$ cat src/rtl/noc_pkg.sv
// Shared NoC definitions for the local output-port controller.
//   - flit_type_e : flit type carried in the top two bits of every flit
//   - CS_*        : crossbar select codes driven on cs_sel_o
//   - state_e     : packet-lock state of the output-port FSM
//   - get_flit_type() : decode helper for the two type bits
package noc_pkg;

  localparam int unsigned FLIT_W_DEFAULT = 34;

  typedef enum logic [1:0] {
    BODY   = 2'b00,
    HEAD   = 2'b01,
    TAIL   = 2'b10,
    SINGLE = 2'b11
  } flit_type_e;

  localparam logic [2:0] CS_N    = 3'd0;
  localparam logic [2:0] CS_S    = 3'd1;
  localparam logic [2:0] CS_W    = 3'd2;
  localparam logic [2:0] CS_E    = 3'd3;
  localparam logic [2:0] CS_L    = 3'd4;
  localparam logic [2:0] CS_NONE = 3'd7;

  typedef enum logic {
    IDLE   = 1'b0,
    ACTIVE = 1'b1
  } state_e;

  function automatic flit_type_e get_flit_type(input logic [1:0] i_type_bits);
    return flit_type_e'(i_type_bits);
  endfunction

endpackage

$ cat src/rtl/flit_out_reg.sv
// One-entry valid/ready output register feeding the local PE.
// Ports:
//   clk, reset  : clock, synchronous active-high reset
//   i_load      : request to capture i_data (honoured only when o_space)
//   i_data      : flit to capture
//   i_ready     : downstream accepts the flit currently held
//   o_valid     : register holds a flit
//   o_data      : held flit, stable while o_valid & !i_ready
//   o_space     : register can take a new flit this cycle
module flit_out_reg #(
  parameter int unsigned FLIT_W = 34
) (
  input  logic              clk,
  input  logic              reset,
  input  logic              i_load,
  input  logic [FLIT_W-1:0] i_data,
  input  logic              i_ready,
  output logic              o_valid,
  output logic [FLIT_W-1:0] o_data,
  output logic              o_space
);

  logic              r_valid;
  logic [FLIT_W-1:0] r_data;
  logic              w_space;

  // Empty, or the held flit leaves this cycle: a new one can enter.
  assign w_space = !r_valid | i_ready;

  always_ff @(posedge clk) begin
    if (reset) begin
      r_valid <= 1'b0;
      r_data  <= '0;
    end else if (i_load && w_space) begin
      r_valid <= 1'b1;
      r_data  <= i_data;
    end else if (i_ready) begin
      r_valid <= 1'b0;
    end
  end

  assign o_valid = r_valid;
  assign o_data  = r_data;
  assign o_space = w_space;

endmodule

$ cat src/rtl/l_output_port_ctrl.sv
// Local (ejection) output-port controller.
// Takes the one-hot grant of the local round-robin arbiter, locks the
// crossbar path to the winning input (N/S/W/E) for a whole packet, and
// streams its flits through a one-entry output register to the local PE.
// A one-cycle change-order pulse tells the arbiter to rotate when a packet
// completes.
// Ports:
//   clk, reset                      : clock, synchronous active-high reset
//   rrp_l_priority_{n,s,w,e}_i      : arbiter grant (one-hot expected)
//   {n,s,w,e}_flit_valid_i / data_i : input-buffer head flit
//   {n,s,w,e}_flit_pop_o            : dequeue strobe to the input buffers
//   l_flit_valid_o / data_o         : flit to the local PE
//   l_flit_ready_i                  : local PE accepts the flit
//   cs_sel_o                        : crossbar select (0=N 1=S 2=W 3=E 7=none)
//   rr_register_change_order_o      : arbiter rotate pulse
//   busy_o                          : a packet is locked
//   pkt_err_o                       : sticky protocol / watchdog error
// Build option: define L_OUTPUT_PORT_CTRL_WATCHDOG_EN to drop the lock once
// MAX_PKT_FLITS flits have passed without a tail.
module l_output_port_ctrl
  import noc_pkg::*;
#(
  parameter int unsigned FLIT_W        = FLIT_W_DEFAULT,
  parameter int unsigned MAX_PKT_FLITS = 16,
  parameter int unsigned CNT_W         = 5
) (
  input  logic              clk,
  input  logic              reset,
  input  logic              rrp_l_priority_n_i,
  input  logic              rrp_l_priority_s_i,
  input  logic              rrp_l_priority_w_i,
  input  logic              rrp_l_priority_e_i,
  input  logic              n_flit_valid_i,
  input  logic              s_flit_valid_i,
  input  logic              w_flit_valid_i,
  input  logic              e_flit_valid_i,
  input  logic [FLIT_W-1:0] n_flit_data_i,
  input  logic [FLIT_W-1:0] s_flit_data_i,
  input  logic [FLIT_W-1:0] w_flit_data_i,
  input  logic [FLIT_W-1:0] e_flit_data_i,
  output logic              n_flit_pop_o,
  output logic              s_flit_pop_o,
  output logic              w_flit_pop_o,
  output logic              e_flit_pop_o,
  output logic              l_flit_valid_o,
  output logic [FLIT_W-1:0] l_flit_data_o,
  input  logic              l_flit_ready_i,
  output logic [2:0]        cs_sel_o,
  output logic              rr_register_change_order_o,
  output logic              busy_o,
  output logic              pkt_err_o
);

  localparam bit PARAMS_OK = (MAX_PKT_FLITS >= 2) && ((64'd1 << CNT_W) > MAX_PKT_FLITS);

  if (!PARAMS_OK) begin : g_bad_params
    $error("l_output_port_ctrl: need MAX_PKT_FLITS >= 2 and 2**CNT_W > MAX_PKT_FLITS");
  end

`ifdef L_OUTPUT_PORT_CTRL_WATCHDOG_EN
  localparam logic [CNT_W-1:0] CNT_LIMIT = CNT_W'(MAX_PKT_FLITS);
`endif

  state_e            r_state, w_state_d;
  logic [2:0]        r_sel, w_sel_d;
  logic [CNT_W-1:0]  r_cnt, w_cnt_d, w_cnt_inc;
  logic              r_err;

  logic [3:0]        w_gnt;
  logic [2:0]        w_gnt_sel;
  logic              w_gnt_multi;
  logic [2:0]        w_sel;
  logic              w_sel_valid;
  logic [FLIT_W-1:0] w_sel_data;
  flit_type_e        w_type;
  logic              w_space;
  logic              w_pop, w_pop_g;
  logic              w_chg;
  logic              w_err_set;

  // Grant resolution: fixed N > S > W > E if the arbiter ever raises more
  // than one bit; that case is also flagged as an error.
  assign w_gnt = {rrp_l_priority_e_i, rrp_l_priority_w_i, rrp_l_priority_s_i,
                  rrp_l_priority_n_i};

  always_comb begin
    w_gnt_sel = CS_NONE;
    if (w_gnt[0]) begin
      w_gnt_sel = CS_N;
    end else if (w_gnt[1]) begin
      w_gnt_sel = CS_S;
    end else if (w_gnt[2]) begin
      w_gnt_sel = CS_W;
    end else if (w_gnt[3]) begin
      w_gnt_sel = CS_E;
    end
  end

  assign w_gnt_multi = (w_gnt & (w_gnt - 4'd1)) != 4'd0;

  // While locked the latched select wins; grants are not looked at.
  assign w_sel = (r_state == ACTIVE) ? r_sel : w_gnt_sel;

  always_comb begin
    w_sel_valid = 1'b0;
    w_sel_data  = '0;
    case (w_sel)
      CS_N: begin
        w_sel_valid = n_flit_valid_i;
        w_sel_data  = n_flit_data_i;
      end
      CS_S: begin
        w_sel_valid = s_flit_valid_i;
        w_sel_data  = s_flit_data_i;
      end
      CS_W: begin
        w_sel_valid = w_flit_valid_i;
        w_sel_data  = w_flit_data_i;
      end
      CS_E: begin
        w_sel_valid = e_flit_valid_i;
        w_sel_data  = e_flit_data_i;
      end
      default: begin
        w_sel_valid = 1'b0;
        w_sel_data  = '0;
      end
    endcase
  end

  assign w_type = get_flit_type(w_sel_data[FLIT_W-1 -: 2]);

  // Counter saturates instead of wrapping so a runaway packet never aliases
  // back to a small count.
  assign w_cnt_inc = (r_cnt == {CNT_W{1'b1}}) ? r_cnt : r_cnt + CNT_W'(1);

  always_comb begin
    w_state_d = r_state;
    w_sel_d   = r_sel;
    w_cnt_d   = r_cnt;
    w_pop     = 1'b0;
    w_chg     = 1'b0;
    w_err_set = 1'b0;
    unique case (r_state)
      IDLE: begin
        if (w_gnt_multi) begin
          w_err_set = 1'b1;
        end
        // w_sel_valid can only be high when some grant bit is set.
        if (w_sel_valid) begin
          unique case (w_type)
            HEAD: begin
              if (w_space) begin
                w_pop     = 1'b1;
                w_sel_d   = w_gnt_sel;
                w_cnt_d   = CNT_W'(1);
                w_state_d = ACTIVE;
              end
            end
            SINGLE: begin
              if (w_space) begin
                w_pop = 1'b1;
                w_chg = 1'b1;
              end
            end
            default: begin
              // Body or tail without a preceding head: leave it in the buffer.
              w_err_set = 1'b1;
            end
          endcase
        end
      end
      ACTIVE: begin
        if (w_sel_valid && w_space) begin
          w_pop   = 1'b1;
          w_cnt_d = w_cnt_inc;
          if (w_type == TAIL) begin
            w_chg     = 1'b1;
            w_state_d = IDLE;
            w_cnt_d   = '0;
          end else begin
            if (w_type != BODY) begin
              w_err_set = 1'b1;
            end
`ifdef L_OUTPUT_PORT_CTRL_WATCHDOG_EN
            if (w_cnt_inc == CNT_LIMIT) begin
              w_chg     = 1'b1;
              w_err_set = 1'b1;
              w_state_d = IDLE;
              w_cnt_d   = '0;
            end
`endif
          end
        end
      end
      default: begin
        w_state_d = IDLE;
      end
    endcase
  end

  always_ff @(posedge clk) begin
    if (reset) begin
      r_state <= IDLE;
      r_sel   <= CS_NONE;
      r_cnt   <= '0;
      r_err   <= 1'b0;
    end else begin
      r_state <= w_state_d;
      r_sel   <= w_sel_d;
      r_cnt   <= w_cnt_d;
      r_err   <= r_err | w_err_set;
    end
  end

  // No dequeue and no arbiter pulse while reset is held, even mid-packet.
  assign w_pop_g = w_pop & !reset;

  flit_out_reg #(
    .FLIT_W (FLIT_W)
  ) u_flit_out_reg (
    .clk     (clk),
    .reset   (reset),
    .i_load  (w_pop_g),
    .i_data  (w_sel_data),
    .i_ready (l_flit_ready_i),
    .o_valid (l_flit_valid_o),
    .o_data  (l_flit_data_o),
    .o_space (w_space)
  );

  assign n_flit_pop_o = w_pop_g & (w_sel == CS_N);
  assign s_flit_pop_o = w_pop_g & (w_sel == CS_S);
  assign w_flit_pop_o = w_pop_g & (w_sel == CS_W);
  assign e_flit_pop_o = w_pop_g & (w_sel == CS_E);

  assign rr_register_change_order_o = w_chg & !reset;
  assign cs_sel_o                   = (r_state == ACTIVE) ? r_sel : CS_NONE;
  assign busy_o                     = (r_state == ACTIVE);
  assign pkt_err_o                  = r_err;

endmodule

$ cat config.mk
export PLATFORM = sky130hd
export DESIGN_NAME = l_output_port_ctrl
export DESIGN_NICKNAME = d
export VERILOG_FILES = /design/src/rtl/noc_pkg.sv /design/src/rtl/flit_out_reg.sv /design/src/rtl/l_output_port_ctrl.sv
export SDC_FILE = /design/constraint.sdc
export NUM_CORES = 1
export LEC_CHECK = 0
export CORE_ASPECT_RATIO = 1.75
export CORE_MARGIN = 5
export CORE_UTILIZATION = 35
export CTS_CLUSTER_DIAMETER = 50
export CTS_CLUSTER_SIZE = 20
export DETAILED_ROUTE_END_ITERATION = 8
export PLACE_DENSITY = 0.79
export SLEW_MARGIN = 30
export SYNTH_ARGS = -nofsm -noshare
export SYNTH_HDL_FRONTEND = slang
export SYNTH_HIERARCHICAL = 1
export SYNTH_SLANG_ARGS = --single-unit
$ cat constraint.sdc
create_clock -name clk -period 3.3 [get_ports clk]
set_clock_uncertainty 0.2 [all_clocks]
set_input_delay 0.99 -clock clk [delete_from_list [all_inputs] [get_ports clk]]
set_output_delay 0.99 -clock clk [all_outputs]
set_load 0.01 [all_outputs]
* After elaboration in Yosys (flattened, before gate mapping)
Index checks and enable logic that the tools add are counted.
** Operators by class
- Add/subtract/negate cells :: 1
- Multipliers :: 0
- Div/mod/pow operators :: 0
- Order comparisons :: 0
- Eq/ne operators :: 6
- Shift-type cells :: 0
- Mux-type cells :: 32
- Bitwise logic cells :: 10
- Reduce and logical (&&, ||, !) cells :: 10
** Operator list (count)
- 34-bit case mux with 4 select lines :: 1
- 1-bit 2-to-1 mux :: 20
- 3-bit 2-to-1 mux :: 6
- 1-bit case mux with 2 select lines :: 4
- 1-bit bitwise AND :: 6
- 3-bit by 2-bit == test with 1-bit output (second input constant) :: 2
- 4-bit bitwise AND :: 1
- 2-bit == test (second input constant) :: 2
- 1-bit case mux with 4 select lines :: 1
- 4-bit AND reduction :: 1
- 2-bit nonzero test :: 2
- 4-bit nonzero test :: 1
- 4-bit by 1-bit subtractor with 4-bit output (second input constant) :: 1
- 3-bit by 1-bit == test with 1-bit output (second input constant) :: 1
- 3-bit logical NOT :: 1
- 2-bit by 1-bit == test with 1-bit output (second input constant) :: 1
- 1-bit logical AND :: 2
- 1-bit logical NOT :: 2
- 1-bit bitwise OR :: 2
- 2-bit OR reduction :: 1
- 1-bit NOT :: 1
** Word-level totals
- Flip-flop bits (word level) :: 40
- Latch bits :: 0
- RAM bits :: 0
- ROM bits :: 0
- Input port bits :: 147
- Output and inout port bits :: 45
- Word-level logic and storage cells :: 64
- Memories :: 0

* Logic depth before layout (Yosys ltp)
Gate-level depths: netlist of the first run.
- Word-level depth :: 15
- Gate-level depth with buffers :: 13
- Gate-level depth less buffers :: 8

* Modules after synthesis
The synthesis of the first run kept the hierarchy.
** Modules (own cells, without submodules)
- flit_out_reg :: times used 1, cells each 160, area an instance 1659.1 sq um, sequential area each 700.7 sq um
- l_output_port_ctrl :: times used 1, cells each 199, area an instance 1572.8 sq um, sequential area each 100.1 sq um

* Worst setup path after synthesis of the first run
Ideal clock, no wire load.
- Path kind :: input -> output
- Start :: input rrp_l_priority_s_i
- End :: output rr_register_change_order_o
- Arrival :: 2.561 ns
- Required time :: 2.110 ns
- Setup slack :: -0.451 ns
- Stages :: 8
- Buffers on the path :: 2
- Path through :: buf_6 nor2b_1 o31a_1 buf_4 mux2i_1 o22ai_1 nand2_1 nor4b_1
** Between the ends
- Cells in the longest elaborated chain, start to end :: 10
- Elaborated cells between the ends (all ways) :: 18
- Classes of those cells :: eq/ne: 5; mux: 10; bitwise: 1; reduce/logical: 2
** RTL lines
- start: declaration :: line l_output_port_ctrl.sv:30 : input logic rrp_l_priority_s_i,
- 3-bit 2-to-1 mux (*) :: line l_output_port_ctrl.sv:90 : end else if (w_gnt[1]) begin
- 3-bit 2-to-1 mux (*) :: line l_output_port_ctrl.sv:88 : if (w_gnt[0]) begin
- 3-bit 2-to-1 mux (*) :: line l_output_port_ctrl.sv:102 : assign w_sel = (r_state == ACTIVE) ? r_sel : w_gnt_sel;
- 3-bit by 2-bit == test with 1-bit output, or another cell as far along :: line l_output_port_ctrl.sv:107 : case (w_sel)
- 34-bit case mux with 4 select lines :: line l_output_port_ctrl.sv:107
- 2-bit == test (on tied branches) :: line l_output_port_ctrl.sv:177, l_output_port_ctrl.sv:151
- 1-bit 2-to-1 mux (on tied branches) :: line l_output_port_ctrl.sv:177, l_output_port_ctrl.sv:151
- 1-bit 2-to-1 mux (on tied branches) :: line l_output_port_ctrl.sv:174, l_output_port_ctrl.sv:150
- 1-bit case mux with 2 select lines (*) :: line l_output_port_ctrl.sv:144 : unique case (r_state)
- 1-bit bitwise AND (*) :: line l_output_port_ctrl.sv:237 : assign rr_register_change_order_o = w_chg & !reset;
- end: declaration :: line l_output_port_ctrl.sv:49 : output logic rr_register_change_order_o,
Every way passes the cells marked *; elsewhere a longest branch is shown, timed or not.

* Worst setup path after layout of the first run
- Start :: input rrp_l_priority_w_i
- End :: output s_flit_pop_o
** Between the ends
- Cells in the longest elaborated chain, start to end :: 13
- Elaborated cells between the ends (all ways) :: 20
- Classes of those cells :: eq/ne: 5; mux: 10; bitwise: 2; reduce/logical: 3
** RTL lines
- start: declaration :: line l_output_port_ctrl.sv:31 : input logic rrp_l_priority_w_i,
- 3-bit 2-to-1 mux (*) :: line l_output_port_ctrl.sv:92 : end else if (w_gnt[2]) begin
- 3-bit 2-to-1 mux (*) :: line l_output_port_ctrl.sv:90
- 3-bit 2-to-1 mux (*) :: line l_output_port_ctrl.sv:88
- 3-bit 2-to-1 mux (*) :: line l_output_port_ctrl.sv:102
- 3-bit by 2-bit == test with 1-bit output, or another cell as far along :: line l_output_port_ctrl.sv:107
- 34-bit case mux with 4 select lines :: line l_output_port_ctrl.sv:107
- 2-bit == test or 2-bit by 1-bit == test with 1-bit output (tied branches) :: line l_output_port_ctrl.sv:151 : unique case (w_type)
- 2-bit OR reduction (no line)
- 1-bit 2-to-1 mux
- 1-bit 2-to-1 mux :: line l_output_port_ctrl.sv:150 : if (w_sel_valid) begin
- 1-bit case mux with 2 select lines :: line l_output_port_ctrl.sv:144
- 1-bit bitwise AND :: line l_output_port_ctrl.sv:217 : assign w_pop_g = w_pop & !reset;
- 1-bit bitwise AND (*) :: line l_output_port_ctrl.sv:233 : assign s_flit_pop_o = w_pop_g & (w_sel == CS_S);
- end: declaration :: line l_output_port_ctrl.sv:42 : output logic s_flit_pop_o,
Marks and branches as above.

==> impl_metrics.csv, run 1 <==
group,metric,value,unit
outcome,status,"finished with violations",
outcome,failed_checks,"setup timing",
clock_network,path_clk_slew,60,ps
critical_path,cp-end-kind,"output pin",
final_layout,syn2layout_area_growth,78.55,%
final_layout,final_util,63.86,%
sta,worstMarginPinSlew,677.6,ps
synthesis,synth_area_leaders,"dfxtp_1 25%, mux2i_1 21%, a21bo_1 11%",
synthesis,yosysTopAreaCellShare,24.78,%
critical_path,rr_endpoint,"r_sel[1]",
synthesis,synth_cell_types,49,
place,dp_hpwl,9425,um
sta,fmax,264.2,MHz
hold_path,hp-start,"u_flit_out_reg/o_data[0]",
synthesis,yosys.cell_count.top_type,"mux2i_1",
final_layout,fillerInstances,773,
place,portBuffers,191,
global_route,antenna_found_initial,0,
global_route,grt_pass1_wl,18210,um
power_and_ir_drop,leakage,0.002339,uW
final_layout,layout-drive-gt1-share,23.20,%
synthesis,postSynthNetCount,506,
critical_path,critical_path_class,"primary input to output pin",
flow_run,maxCapViolations,0,
route,vias,3633,
critical_path,worstPathMaxFanout,7,
clock_network,clk_latency,280,ps
synthesis,async_flop_share,0,%
route,finalWirelength,12350,um
sta,relSlewSlack,54.82,%
hold_path,whs_endpoint,"u_flit_out_reg/o_data[0]",
sta,setup_viol,5,
global_route,grt_start_max_net_pins,71,
final_layout,regArea,800.8,um^2
critical_path,critPathMaxStageDelay,340,ps
floorplanning,die_h,137.1,um
synthesis,synth_ff_type,"dfxtp_1",
synthesis,ys_seq_area_share,24.78,%
critical_path,startpoint_type,"primary input",
sta,fin_setup_tns,-2194,ps
power_and_ir_drop,vdd.ir_drop.worst,311.8,uV
clock_network,cts_max_path_buffers,2,
route,vias_per_cell,5.273,
route,first_pass_iters,4,
synthesis,ys_ff_latch,40,
synthesis,syn-mean-instance-area,9.002,um^2
place,routabilityCongestion,0.8643,
sta,final.setup.worst_slack,-484.4,ps
final_layout,multi_input_area,2322,um^2
clock_network,cts_hold_buf,0,
critical_path,arrival,2590,ps
critical_path,worst_r2r_path_depth,10,
sta,finalHoldViolations,0,
clock_network,htree_levels,2,
floorplanning,io-pin-count,192,
floorplanning,start_util,35.77,%
clock_network,root_buffer,"clkbuf_16",
clock_network,cts_buffers,5,
route,initialDrtViolationCount,120,
final_layout,nets,715,
critical_path,crit_family,"compound AO/OA/AOI/OAI gates",
floorplanning,die_area,11330,um^2
sta,period_needed,3784,ps
power_and_ir_drop,powerDensity,342.7,nW/um^2
power_and_ir_drop,finalPower,1977,uW
floorplanning,core_area,9036,um^2
place,postPlaceCellArea,5430,um^2
hold_path,hold_depth,2,
global_route,grt_pass1_vias,3773,
sta,drv_slew,0,
critical_path,slowest_stage,"o31a_4",
route,wl_per_cell,17.92,um
clock_network,tritoncts,"done",
critical_path,r2r-start,"busy_o",
sta,post-route-period-util,114.7,%
route,drc,0,
synthesis,syn_inst,359,
synthesis,yosysWarnings,6,
final_layout,diodes,0,
clock_network,clkSinkCount,40,
route,drtAntennaViolNets,0,
synthesis,synth-edff-count,0,
critical_path,required,2110,ps
critical_path,cp_cell_sequence,"buf_6, nor2b_4, o31a_4, mux2i_2, o22ai_2, o211ai_1, buf_4, nor3_2, buf_2",
sta,rsz0062_at_grt,"true",
synthesis,synth_area,3232,um^2
critical_path,r2r_slack,550,ps
critical_path,crit_buf_inv,3,
global_route,track_usage,20.93,%
hold_path,hp-class,"flip-flop to flip-flop",
synthesis,yosys.area.top_type,"dfxtp_1",
synthesis,ys_top_cells_by_count,"69 x mux2i_1, 40 x dfxtp_1, 34 x a21bo_1, 34 x a21oi_2, 34 x nand3_1",
final_layout,fin_area,5771,um^2
floorplanning,die_w,82.64,um
global_route,grt_overflow,0,
floorplanning,rows,46,
stage by stage:
step | setup WS (ps) | hold WS, ps | cells
floorplan | -366.1 | 277.3 | 359
global placement | -1371 | 367.2 | 671
detailed placement | -1393 | 369.9 | 671
CTS | -477.2 | 379.2 | 686
global route | -583.9 | 389.5 | 689
finish | -484.4 | 376.4 | 689
final cells by class:
type | count | area share [%]
Clock buffer | 7 | 2.645
Timing Repair Buffer | 242 | 39.72
Inverter | 6 | 0.3903
Multi-Input combinational cell | 273 | 40.24
Sequential cell | 40 | 13.88
Tap cell | 120 | 2.602
Clock inverter | 1 | 0.5204
cell families after synthesis:
kind of cell	share of synthesized area, %
compound gates	33.95
simple gates	11.77
mux	21.37
buf+inv	7.820
flops	24.78
fa+ha+maj	0.3097
how the worst max path moves through the flow:
| stage | cells after the start | slack [ps] | start | to |
|---|---|---|---|---|
| after global placement | 8 | -1370 | rrp_l_priority_s_i | rr_register_change_order_o |
| after detailed placement | 9 | -1390 | rrp_l_priority_s_i | e_flit_pop_o |
| after floorplan | 8 | -370 | rrp_l_priority_s_i | e_flit_pop_o |
| after global routing | 9 | -580 | rrp_l_priority_w_i | s_flit_pop_o |
| after CTS | 9 | -480 | rrp_l_priority_w_i | s_flit_pop_o |
| final | 9 | -480 | rrp_l_priority_w_i | s_flit_pop_o |
power breakdown:
| part | total [uW] | internal [uW] | switching, uW |
|---|---|---|---|
| combinational | 857 | 486 | 371 |
| sequential | 534 | 515 | 18.7 |
| clock | 586 | 398 | 188 |
| total | 1980 | 1400 | 578 |
layout by cell type, fill, tap and decap left out, drive strengths merged, types with 2 or more instances in the layout:
cell           netlist  layout
nor3                 6       6
inv                  6       6
nand2b               5       5
o22ai               34      34
buf                 28      60
a21bo               34      34
o21ai                3       3
dfxtp               40      40
a31oi                5       5
nand3               34      34
clkdlybuf4s50        0     180
nor4b                2       2
nand2               10      10
clkbuf              12       8
o311ai               2       2
or3                  2       2
o31ai                2       2
nor2                 7       7
a21oi               37      37
mux2i               69      69
sequential cells by signal, summed over array words and instances, names as in the netlist:
register and count:
busy_o 1, pkt_err_o 1, r_sel 3, u_flit_out_reg/o_data 34, u_flit_out_reg/o_valid 1
what timing repair did:
item	in CTS	in global routing
pin swaps	13	4
setup endpoints to repair	43	7
resized for setup	59	4
buffers inserted	7	3
metal layers:
metal  track usage, %  wire [um]  vias to the layer above
li1                 -          -                     1765
met1            21.67       4422                     1688
met2            38.79       6406                      159
met3            5.138       1124                       21
met4            8.455        393                        0
met5                0          0                        -
worst register-to-register path, cell delays in order, from the launching register on:
cell and delay, ps:
dfxtp_1 360, buf_4 200, or3_4 410, a211oi_1 220, o21a_1 210, buf_4 120
buf_4 90, buf_4 90, a22oi_2 100, or3_4 420, o311ai_1 230
Power figures use the tool's default switching activity.
==> run 2, diff against run 1 <==
--- a/config.mk
+++ b/config.mk
@@ -11,6 +11,7 @@
 export CTS_CLUSTER_DIAMETER = 50
 export CTS_CLUSTER_SIZE = 20
 export DETAILED_ROUTE_END_ITERATION = 8
+export HOLD_SLACK_MARGIN = 0.12
 export PLACE_DENSITY = 0.79
 export SLEW_MARGIN = 30
 export SYNTH_ARGS = -nofsm -noshare
==> results of run 2 <==
Same layout as run 1: the final DEF is identical, and so are final timing and power.
==> variant 1 (flow settings as in run 1) <==
`FLIT_W_DEFAULT`: 34 -> 30.
--- a/src/rtl/noc_pkg.sv
+++ b/src/rtl/noc_pkg.sv
@@ -5,7 +5,7 @@
 //   - get_flit_type() : decode helper for the two type bits
 package noc_pkg;
 
-  localparam int unsigned FLIT_W_DEFAULT = 34;
+  localparam int unsigned FLIT_W_DEFAULT = 30;
 
   typedef enum logic [1:0] {
     BODY   = 2'b00,
Ports: changed (5 resized); port bits go from 192 to 172. No check against the original RTL was run, so the function may have changed too.
==> variant 1 against run 1 <==
  * The run still ends with negative setup slack left
  * Sequential power decreased by 9.6%
  * Register-to-register slack improved by 0.05 ns
  * Die area decreased by 9.5%
  * Area after synthesis decreased by 11%
  * Total power decreased by 9.0%
  * Wire length decreased by 11%
  * Largest cell class is now buffers
  * Sequential cell count decreased by 4
  * Global-route usage decreased by 0.26 points
  * Synthesized cell count decreased by 9.2%
  * Fmax decreased by 2.1%
  * Worst setup slack got worse by 0.080 ns
  * Cell area decreased by 9.0%
  * Via count decreased by 8.7%
==> variant 1: results (changes against run 1) <==
The share of layout cells above drive strength 1 came out at 24.76% (was 23.20%). The sink of the worst hold path is u_flit_out_reg/o_data[25] (was u_flit_out_reg/o_data[0]). The gate count after technology mapping is 326 (was 359), and the hold slack is 0.3789 ns (was 0.3764 ns). The register-to-register setup slack was 0.60 ns (was 0.55 ns); the final worst setup slack was -0.5644 ns (was -0.4844 ns). The met1 routing resource usage after global routing was 21.68% (was 21.67%); the via total after detailed routing was 3,317 (was 3,633).

The run gives -1.421 ns (was -1.393 ns) as the pre-CTS worst setup slack. The number of DRC markers after the initial detailed-route iteration came out at 112 (was 120). The flow ran to the end, but the final reports show violations.

For the pin count of the biggest net entering global routing, the log shows 63 (was 71). The number of port buffers came out at 171 (was 191). The tools report the capture point of the worst path as w_flit_pop_o (was s_flit_pop_o). For the via count of the first global-routing pass, the log shows 3,444 (was 3,773). Violations in the final reports: negative setup slack (unchanged). The post-cts repair resize count was 49 (was 59); the final number of setup-violating endpoints was 5 (unchanged). The total instance count after detailed placement came out at 606 (was 671). Signal arrival time at the worst endpoint: 2.67 ns (was 2.59 ns).

The sum of met3 wire segment lengths after detailed routing came out at 737 um (was 1124 um). The maximum fanout along the worst path works out to 5 (was 7). Count of non-filler cells in the finished layout: 621 (was 689). The path depth of the worst reg2reg path was 8 (was 10); the final total negative setup slack was -2.651 ns (was -2.194 ns). For the placed wire-length estimate after detailed placement, the log shows 8584 um (was 9425 um). The run gives 40.01% (was 38.79%) as the met2 track demand over resource. The leakage dissipation is 2.162 nW (was 2.339 nW).
[variant 1: cell types whose count changed after synthesis, sizes merged, moves of 3 or more]
| cell | delta |
|---|---|
| o22ai | -4 |
| dfxtp | -4 |
| nand3 | -4 |
| mux2i | -8 |
| a21bo | -4 |
| buf | -3 |
| a21oi | -4 |
[variant 1: area by class of cell]
cell class / instances / area (um^2)
Timing Repair Buffer: 230 / 2145
Clock inverter: 2 / 35.03
Multi-Input combinational cell: 249 / 2087
Sequential cell: 36 / 720.7
Inverter: 6 / 22.52
Clock buffer: 6 / 128.9
Tap cell: 92 / 115.1
Fill cell: 711 / 2949
[variant 1: cells by family after synthesis]
group | share of synthesized area, %
and+or+nand+nor | 12.46
AOI/OAI and AO/OA | 33.58
adders and majority gates | 0.3462
DFF | 24.92
buffers and inverters | 7.572
muxes | 21.12
[variant 1: report_power, final]
part	total (mW)	leakage (nW)	internal, mW	switching (mW)
combinational	0.787	1.79	0.450	0.336
sequential	0.483	0.292	0.464	0.0189
clock	0.530	0.0808	0.355	0.175
==> variant 2 (settings of run 1) <==
Made on the original files. Make the reset (`reset`) asynchronous in 2 clocked blocks. Comments in the files are not updated.
--- a/src/rtl/flit_out_reg.sv
+++ b/src/rtl/flit_out_reg.sv
@@ -27,7 +27,7 @@
   // Empty, or the held flit leaves this cycle: a new one can enter.
   assign w_space = !r_valid | i_ready;
 
-  always_ff @(posedge clk) begin
+  always_ff @(posedge clk or posedge reset) begin
     if (reset) begin
       r_valid <= 1'b0;
       r_data  <= '0;
--- a/src/rtl/l_output_port_ctrl.sv
+++ b/src/rtl/l_output_port_ctrl.sv
@@ -199,7 +199,7 @@
     endcase
   end
 
-  always_ff @(posedge clk) begin
+  always_ff @(posedge clk or posedge reset) begin
     if (reset) begin
       r_state <= IDLE;
       r_sel   <= CS_NONE;
Check against the original RTL: differs if reset is asserted again (counterexample within 4 cycles, from zero or initial values and one cycle with reset high); with reset held inactive, the same outputs for 10 cycles.
==> variant 2 against run 1 <==
  * The run still ends with negative setup slack left
  * Worst hold slack lost 0.10 ns
  * Worst setup slack improved by 0.015 ns
  * Global-route usage shrank 1.0 points
  * Cell area fell by 4.4%
  * Area after synthesis decreased by 6.9%
  * Sequential cell count unchanged
  * Synthesized cell count is 28% lower
  * Count of clock-buffer cells in the layout stayed put
  * Via count fell by 17%
  * Wire length is 12% lower
  * Critical endpoint is now e_flit_pop_o
Power is not compared: it rests on default switching activity, and its combinational part moved more than twofold at a synthesized area within 25%.
==> variant 2: results (changes against run 1) <==
Violations in the final reports: negative setup slack (unchanged). The net count of the mapped netlist was 407 (was 506). The final worst setup slack came out at -0.4693 ns (was -0.4844 ns). Cell types with the highest counts after synthesis: sky130_fd_sc_hd__mux2i_1 (66), sky130_fd_sc_hd__dfrtp_1 (37), sky130_fd_sc_hd__o22ai_1 (32), sky130_fd_sc_hd__mux2_4 (30), sky130_fd_sc_hd__clkbuf_1 (7) (was sky130_fd_sc_hd__mux2i_1 (69), sky130_fd_sc_hd__dfxtp_1 (40), sky130_fd_sc_hd__a21bo_1 (34), sky130_fd_sc_hd__a21oi_2 (34), sky130_fd_sc_hd__nand3_1 (34)). Number of distinct library cells after synthesis: 46 (was 49). The final number of setup-violating endpoints came out at 5 (unchanged). The share of layout cells above drive strength 1 is 25.36% (was 23.20%), and the part of the Yosys area used for sequential elements is 33.39% (was 24.78%). The library cell contributing the largest single delay on the critical path is sky130_fd_sc_hd__o31a_2 (was sky130_fd_sc_hd__o31a_4). The placed wire-length estimate after detailed placement was 8870 um (was 9425 um). The logs give 37 (was 71) for the pin count of the biggest net entering global routing and 600 (was 689) for the count of non-filler cells in the finished layout. The number of DRC markers after the initial detailed-route iteration was 65 (was 120); the count of nets after finishing was 631 (was 715). The maximum root-to-sink buffer count was 2 (unchanged); the post-cts repair resize count was 44 (was 59).

The most used flip-flop cell after synthesis is sky130_fd_sc_hd__dfrtp_1 (was sky130_fd_sc_hd__dfxtp_1). The share of flip-flops with an asynchronous set or reset after synthesis came out at 100.0% (was 0%). Via total after detailed routing: 3,019 (was 3,633). The run gives -1.270 ns (was -1.393 ns) as the pre-CTS worst setup slack.

The tools report the remaining max-slew budget at the tightest pin as 62.10% (was 54.82%). The tools report the number of post-CTS setup repair buffers as 10 (was 7). The count of filler cells inserted in the layout was 687 (was 773); the initial antenna violation count was 0 (unchanged). For the total instance count after detailed placement, the log shows 578 (was 671).

The gate count after technology mapping was 260 (was 359); the signal arrival time at the worst endpoint was 2.58 ns (was 2.59 ns). The class of the tightest hold or removal check was reg -> reg (unchanged). The tools report the via count of the first global-routing pass as 3,346 (was 3,773).

The mean routed wirelength per cell was 18.19 um (was 17.92 um). The tools report the wire length of the first global-routing pass as 16,420 um (was 18,210 um). The instance area after placement was 5231 um^2 (was 5430 um^2); the overall fraction of global-route tracks in use was 19.90% (was 20.93%). The flow ran to the end, but the final reports show violations.

Synth top area cells: sky130_fd_sc_hd__dfrtp_1 (31%), sky130_fd_sc_hd__mux2i_1 (22%), sky130_fd_sc_hd__mux2_4 (15%) (was sky130_fd_sc_hd__dfxtp_1 (25%), sky130_fd_sc_hd__mux2i_1 (21%), sky130_fd_sc_hd__a21bo_1 (11%)).
==> variant 2: worst paths after layout <==
path	slack, ns	cells after the start	end	startpoint
min reg2reg	0.27	1	pkt_err_o	pkt_err_o
max reg2reg	0.41	11	u_flit_out_reg/o_data[7]	busy_o
min in group asynchronous	0.96	3	busy_o	reset
max in group asynchronous	1.38	4	u_flit_out_reg/o_data[12]	reset
min	0.27	1	pkt_err_o	pkt_err_o
max	-0.47	9	e_flit_pop_o	rrp_l_priority_w_i
==> variant 2: cell families after synthesis <==
family                   count (synthesis)  synth area share (%)
multiplexers                           102                 39.17
AND/OR/NAND/NOR                         41                 9.480
AO/OA/AOI/OAI                           51                 12.14
buffers and inverters                   25                 5.489
adder cells (fa/ha/maj)                  1                0.3327
flip-flops                              40                 33.39
==> variant 2: final cells by class <==
cell class,instances,area (um^2),share of cell area [%]
timing repair buffer,237,2298,41.66
multi-input combinational,195,1913,34.68
sequential,40,1005,18.21
tap,115,143.9,2.608
clock buffer,7,132.6,2.404
inverter,5,18.77,0.3402
clock inverter,1,5.005,0.09072
==> variant 2: power by group <==
group | switching (mW) | internal (mW)
clock | 0.177 | 0.279
sequential | 0.149 | 0.745
combinational | 1.36 | 1.82
total | 1.68 | 2.85
==> variant 2: per-stage QoR <==
| stage | TNS [ns] | util [%] | power [mW] |
|---|---|---|---|
| 3_5_place_dp | -26.44 | 62.52 | 3.959 |
| 2_1_floorplan | -0.9773 | - | 2.758 |
| 5_1_grt | -2.514 | 65.92 | 4.799 |
| 3_3_place_gp | -23.09 | 62.52 | 3.881 |
| 4_1_cts | -2.444 | 65.16 | 4.500 |
| 6_report | -2.252 | 65.92 | 4.529 |
==> variant 2: per-layer routing <==
metal	GRT usage, %	routed length [um]
met1	19.42	3565
met2	38.51	6220
met3	4.150	733
met4	8.553	397
met5	0	0
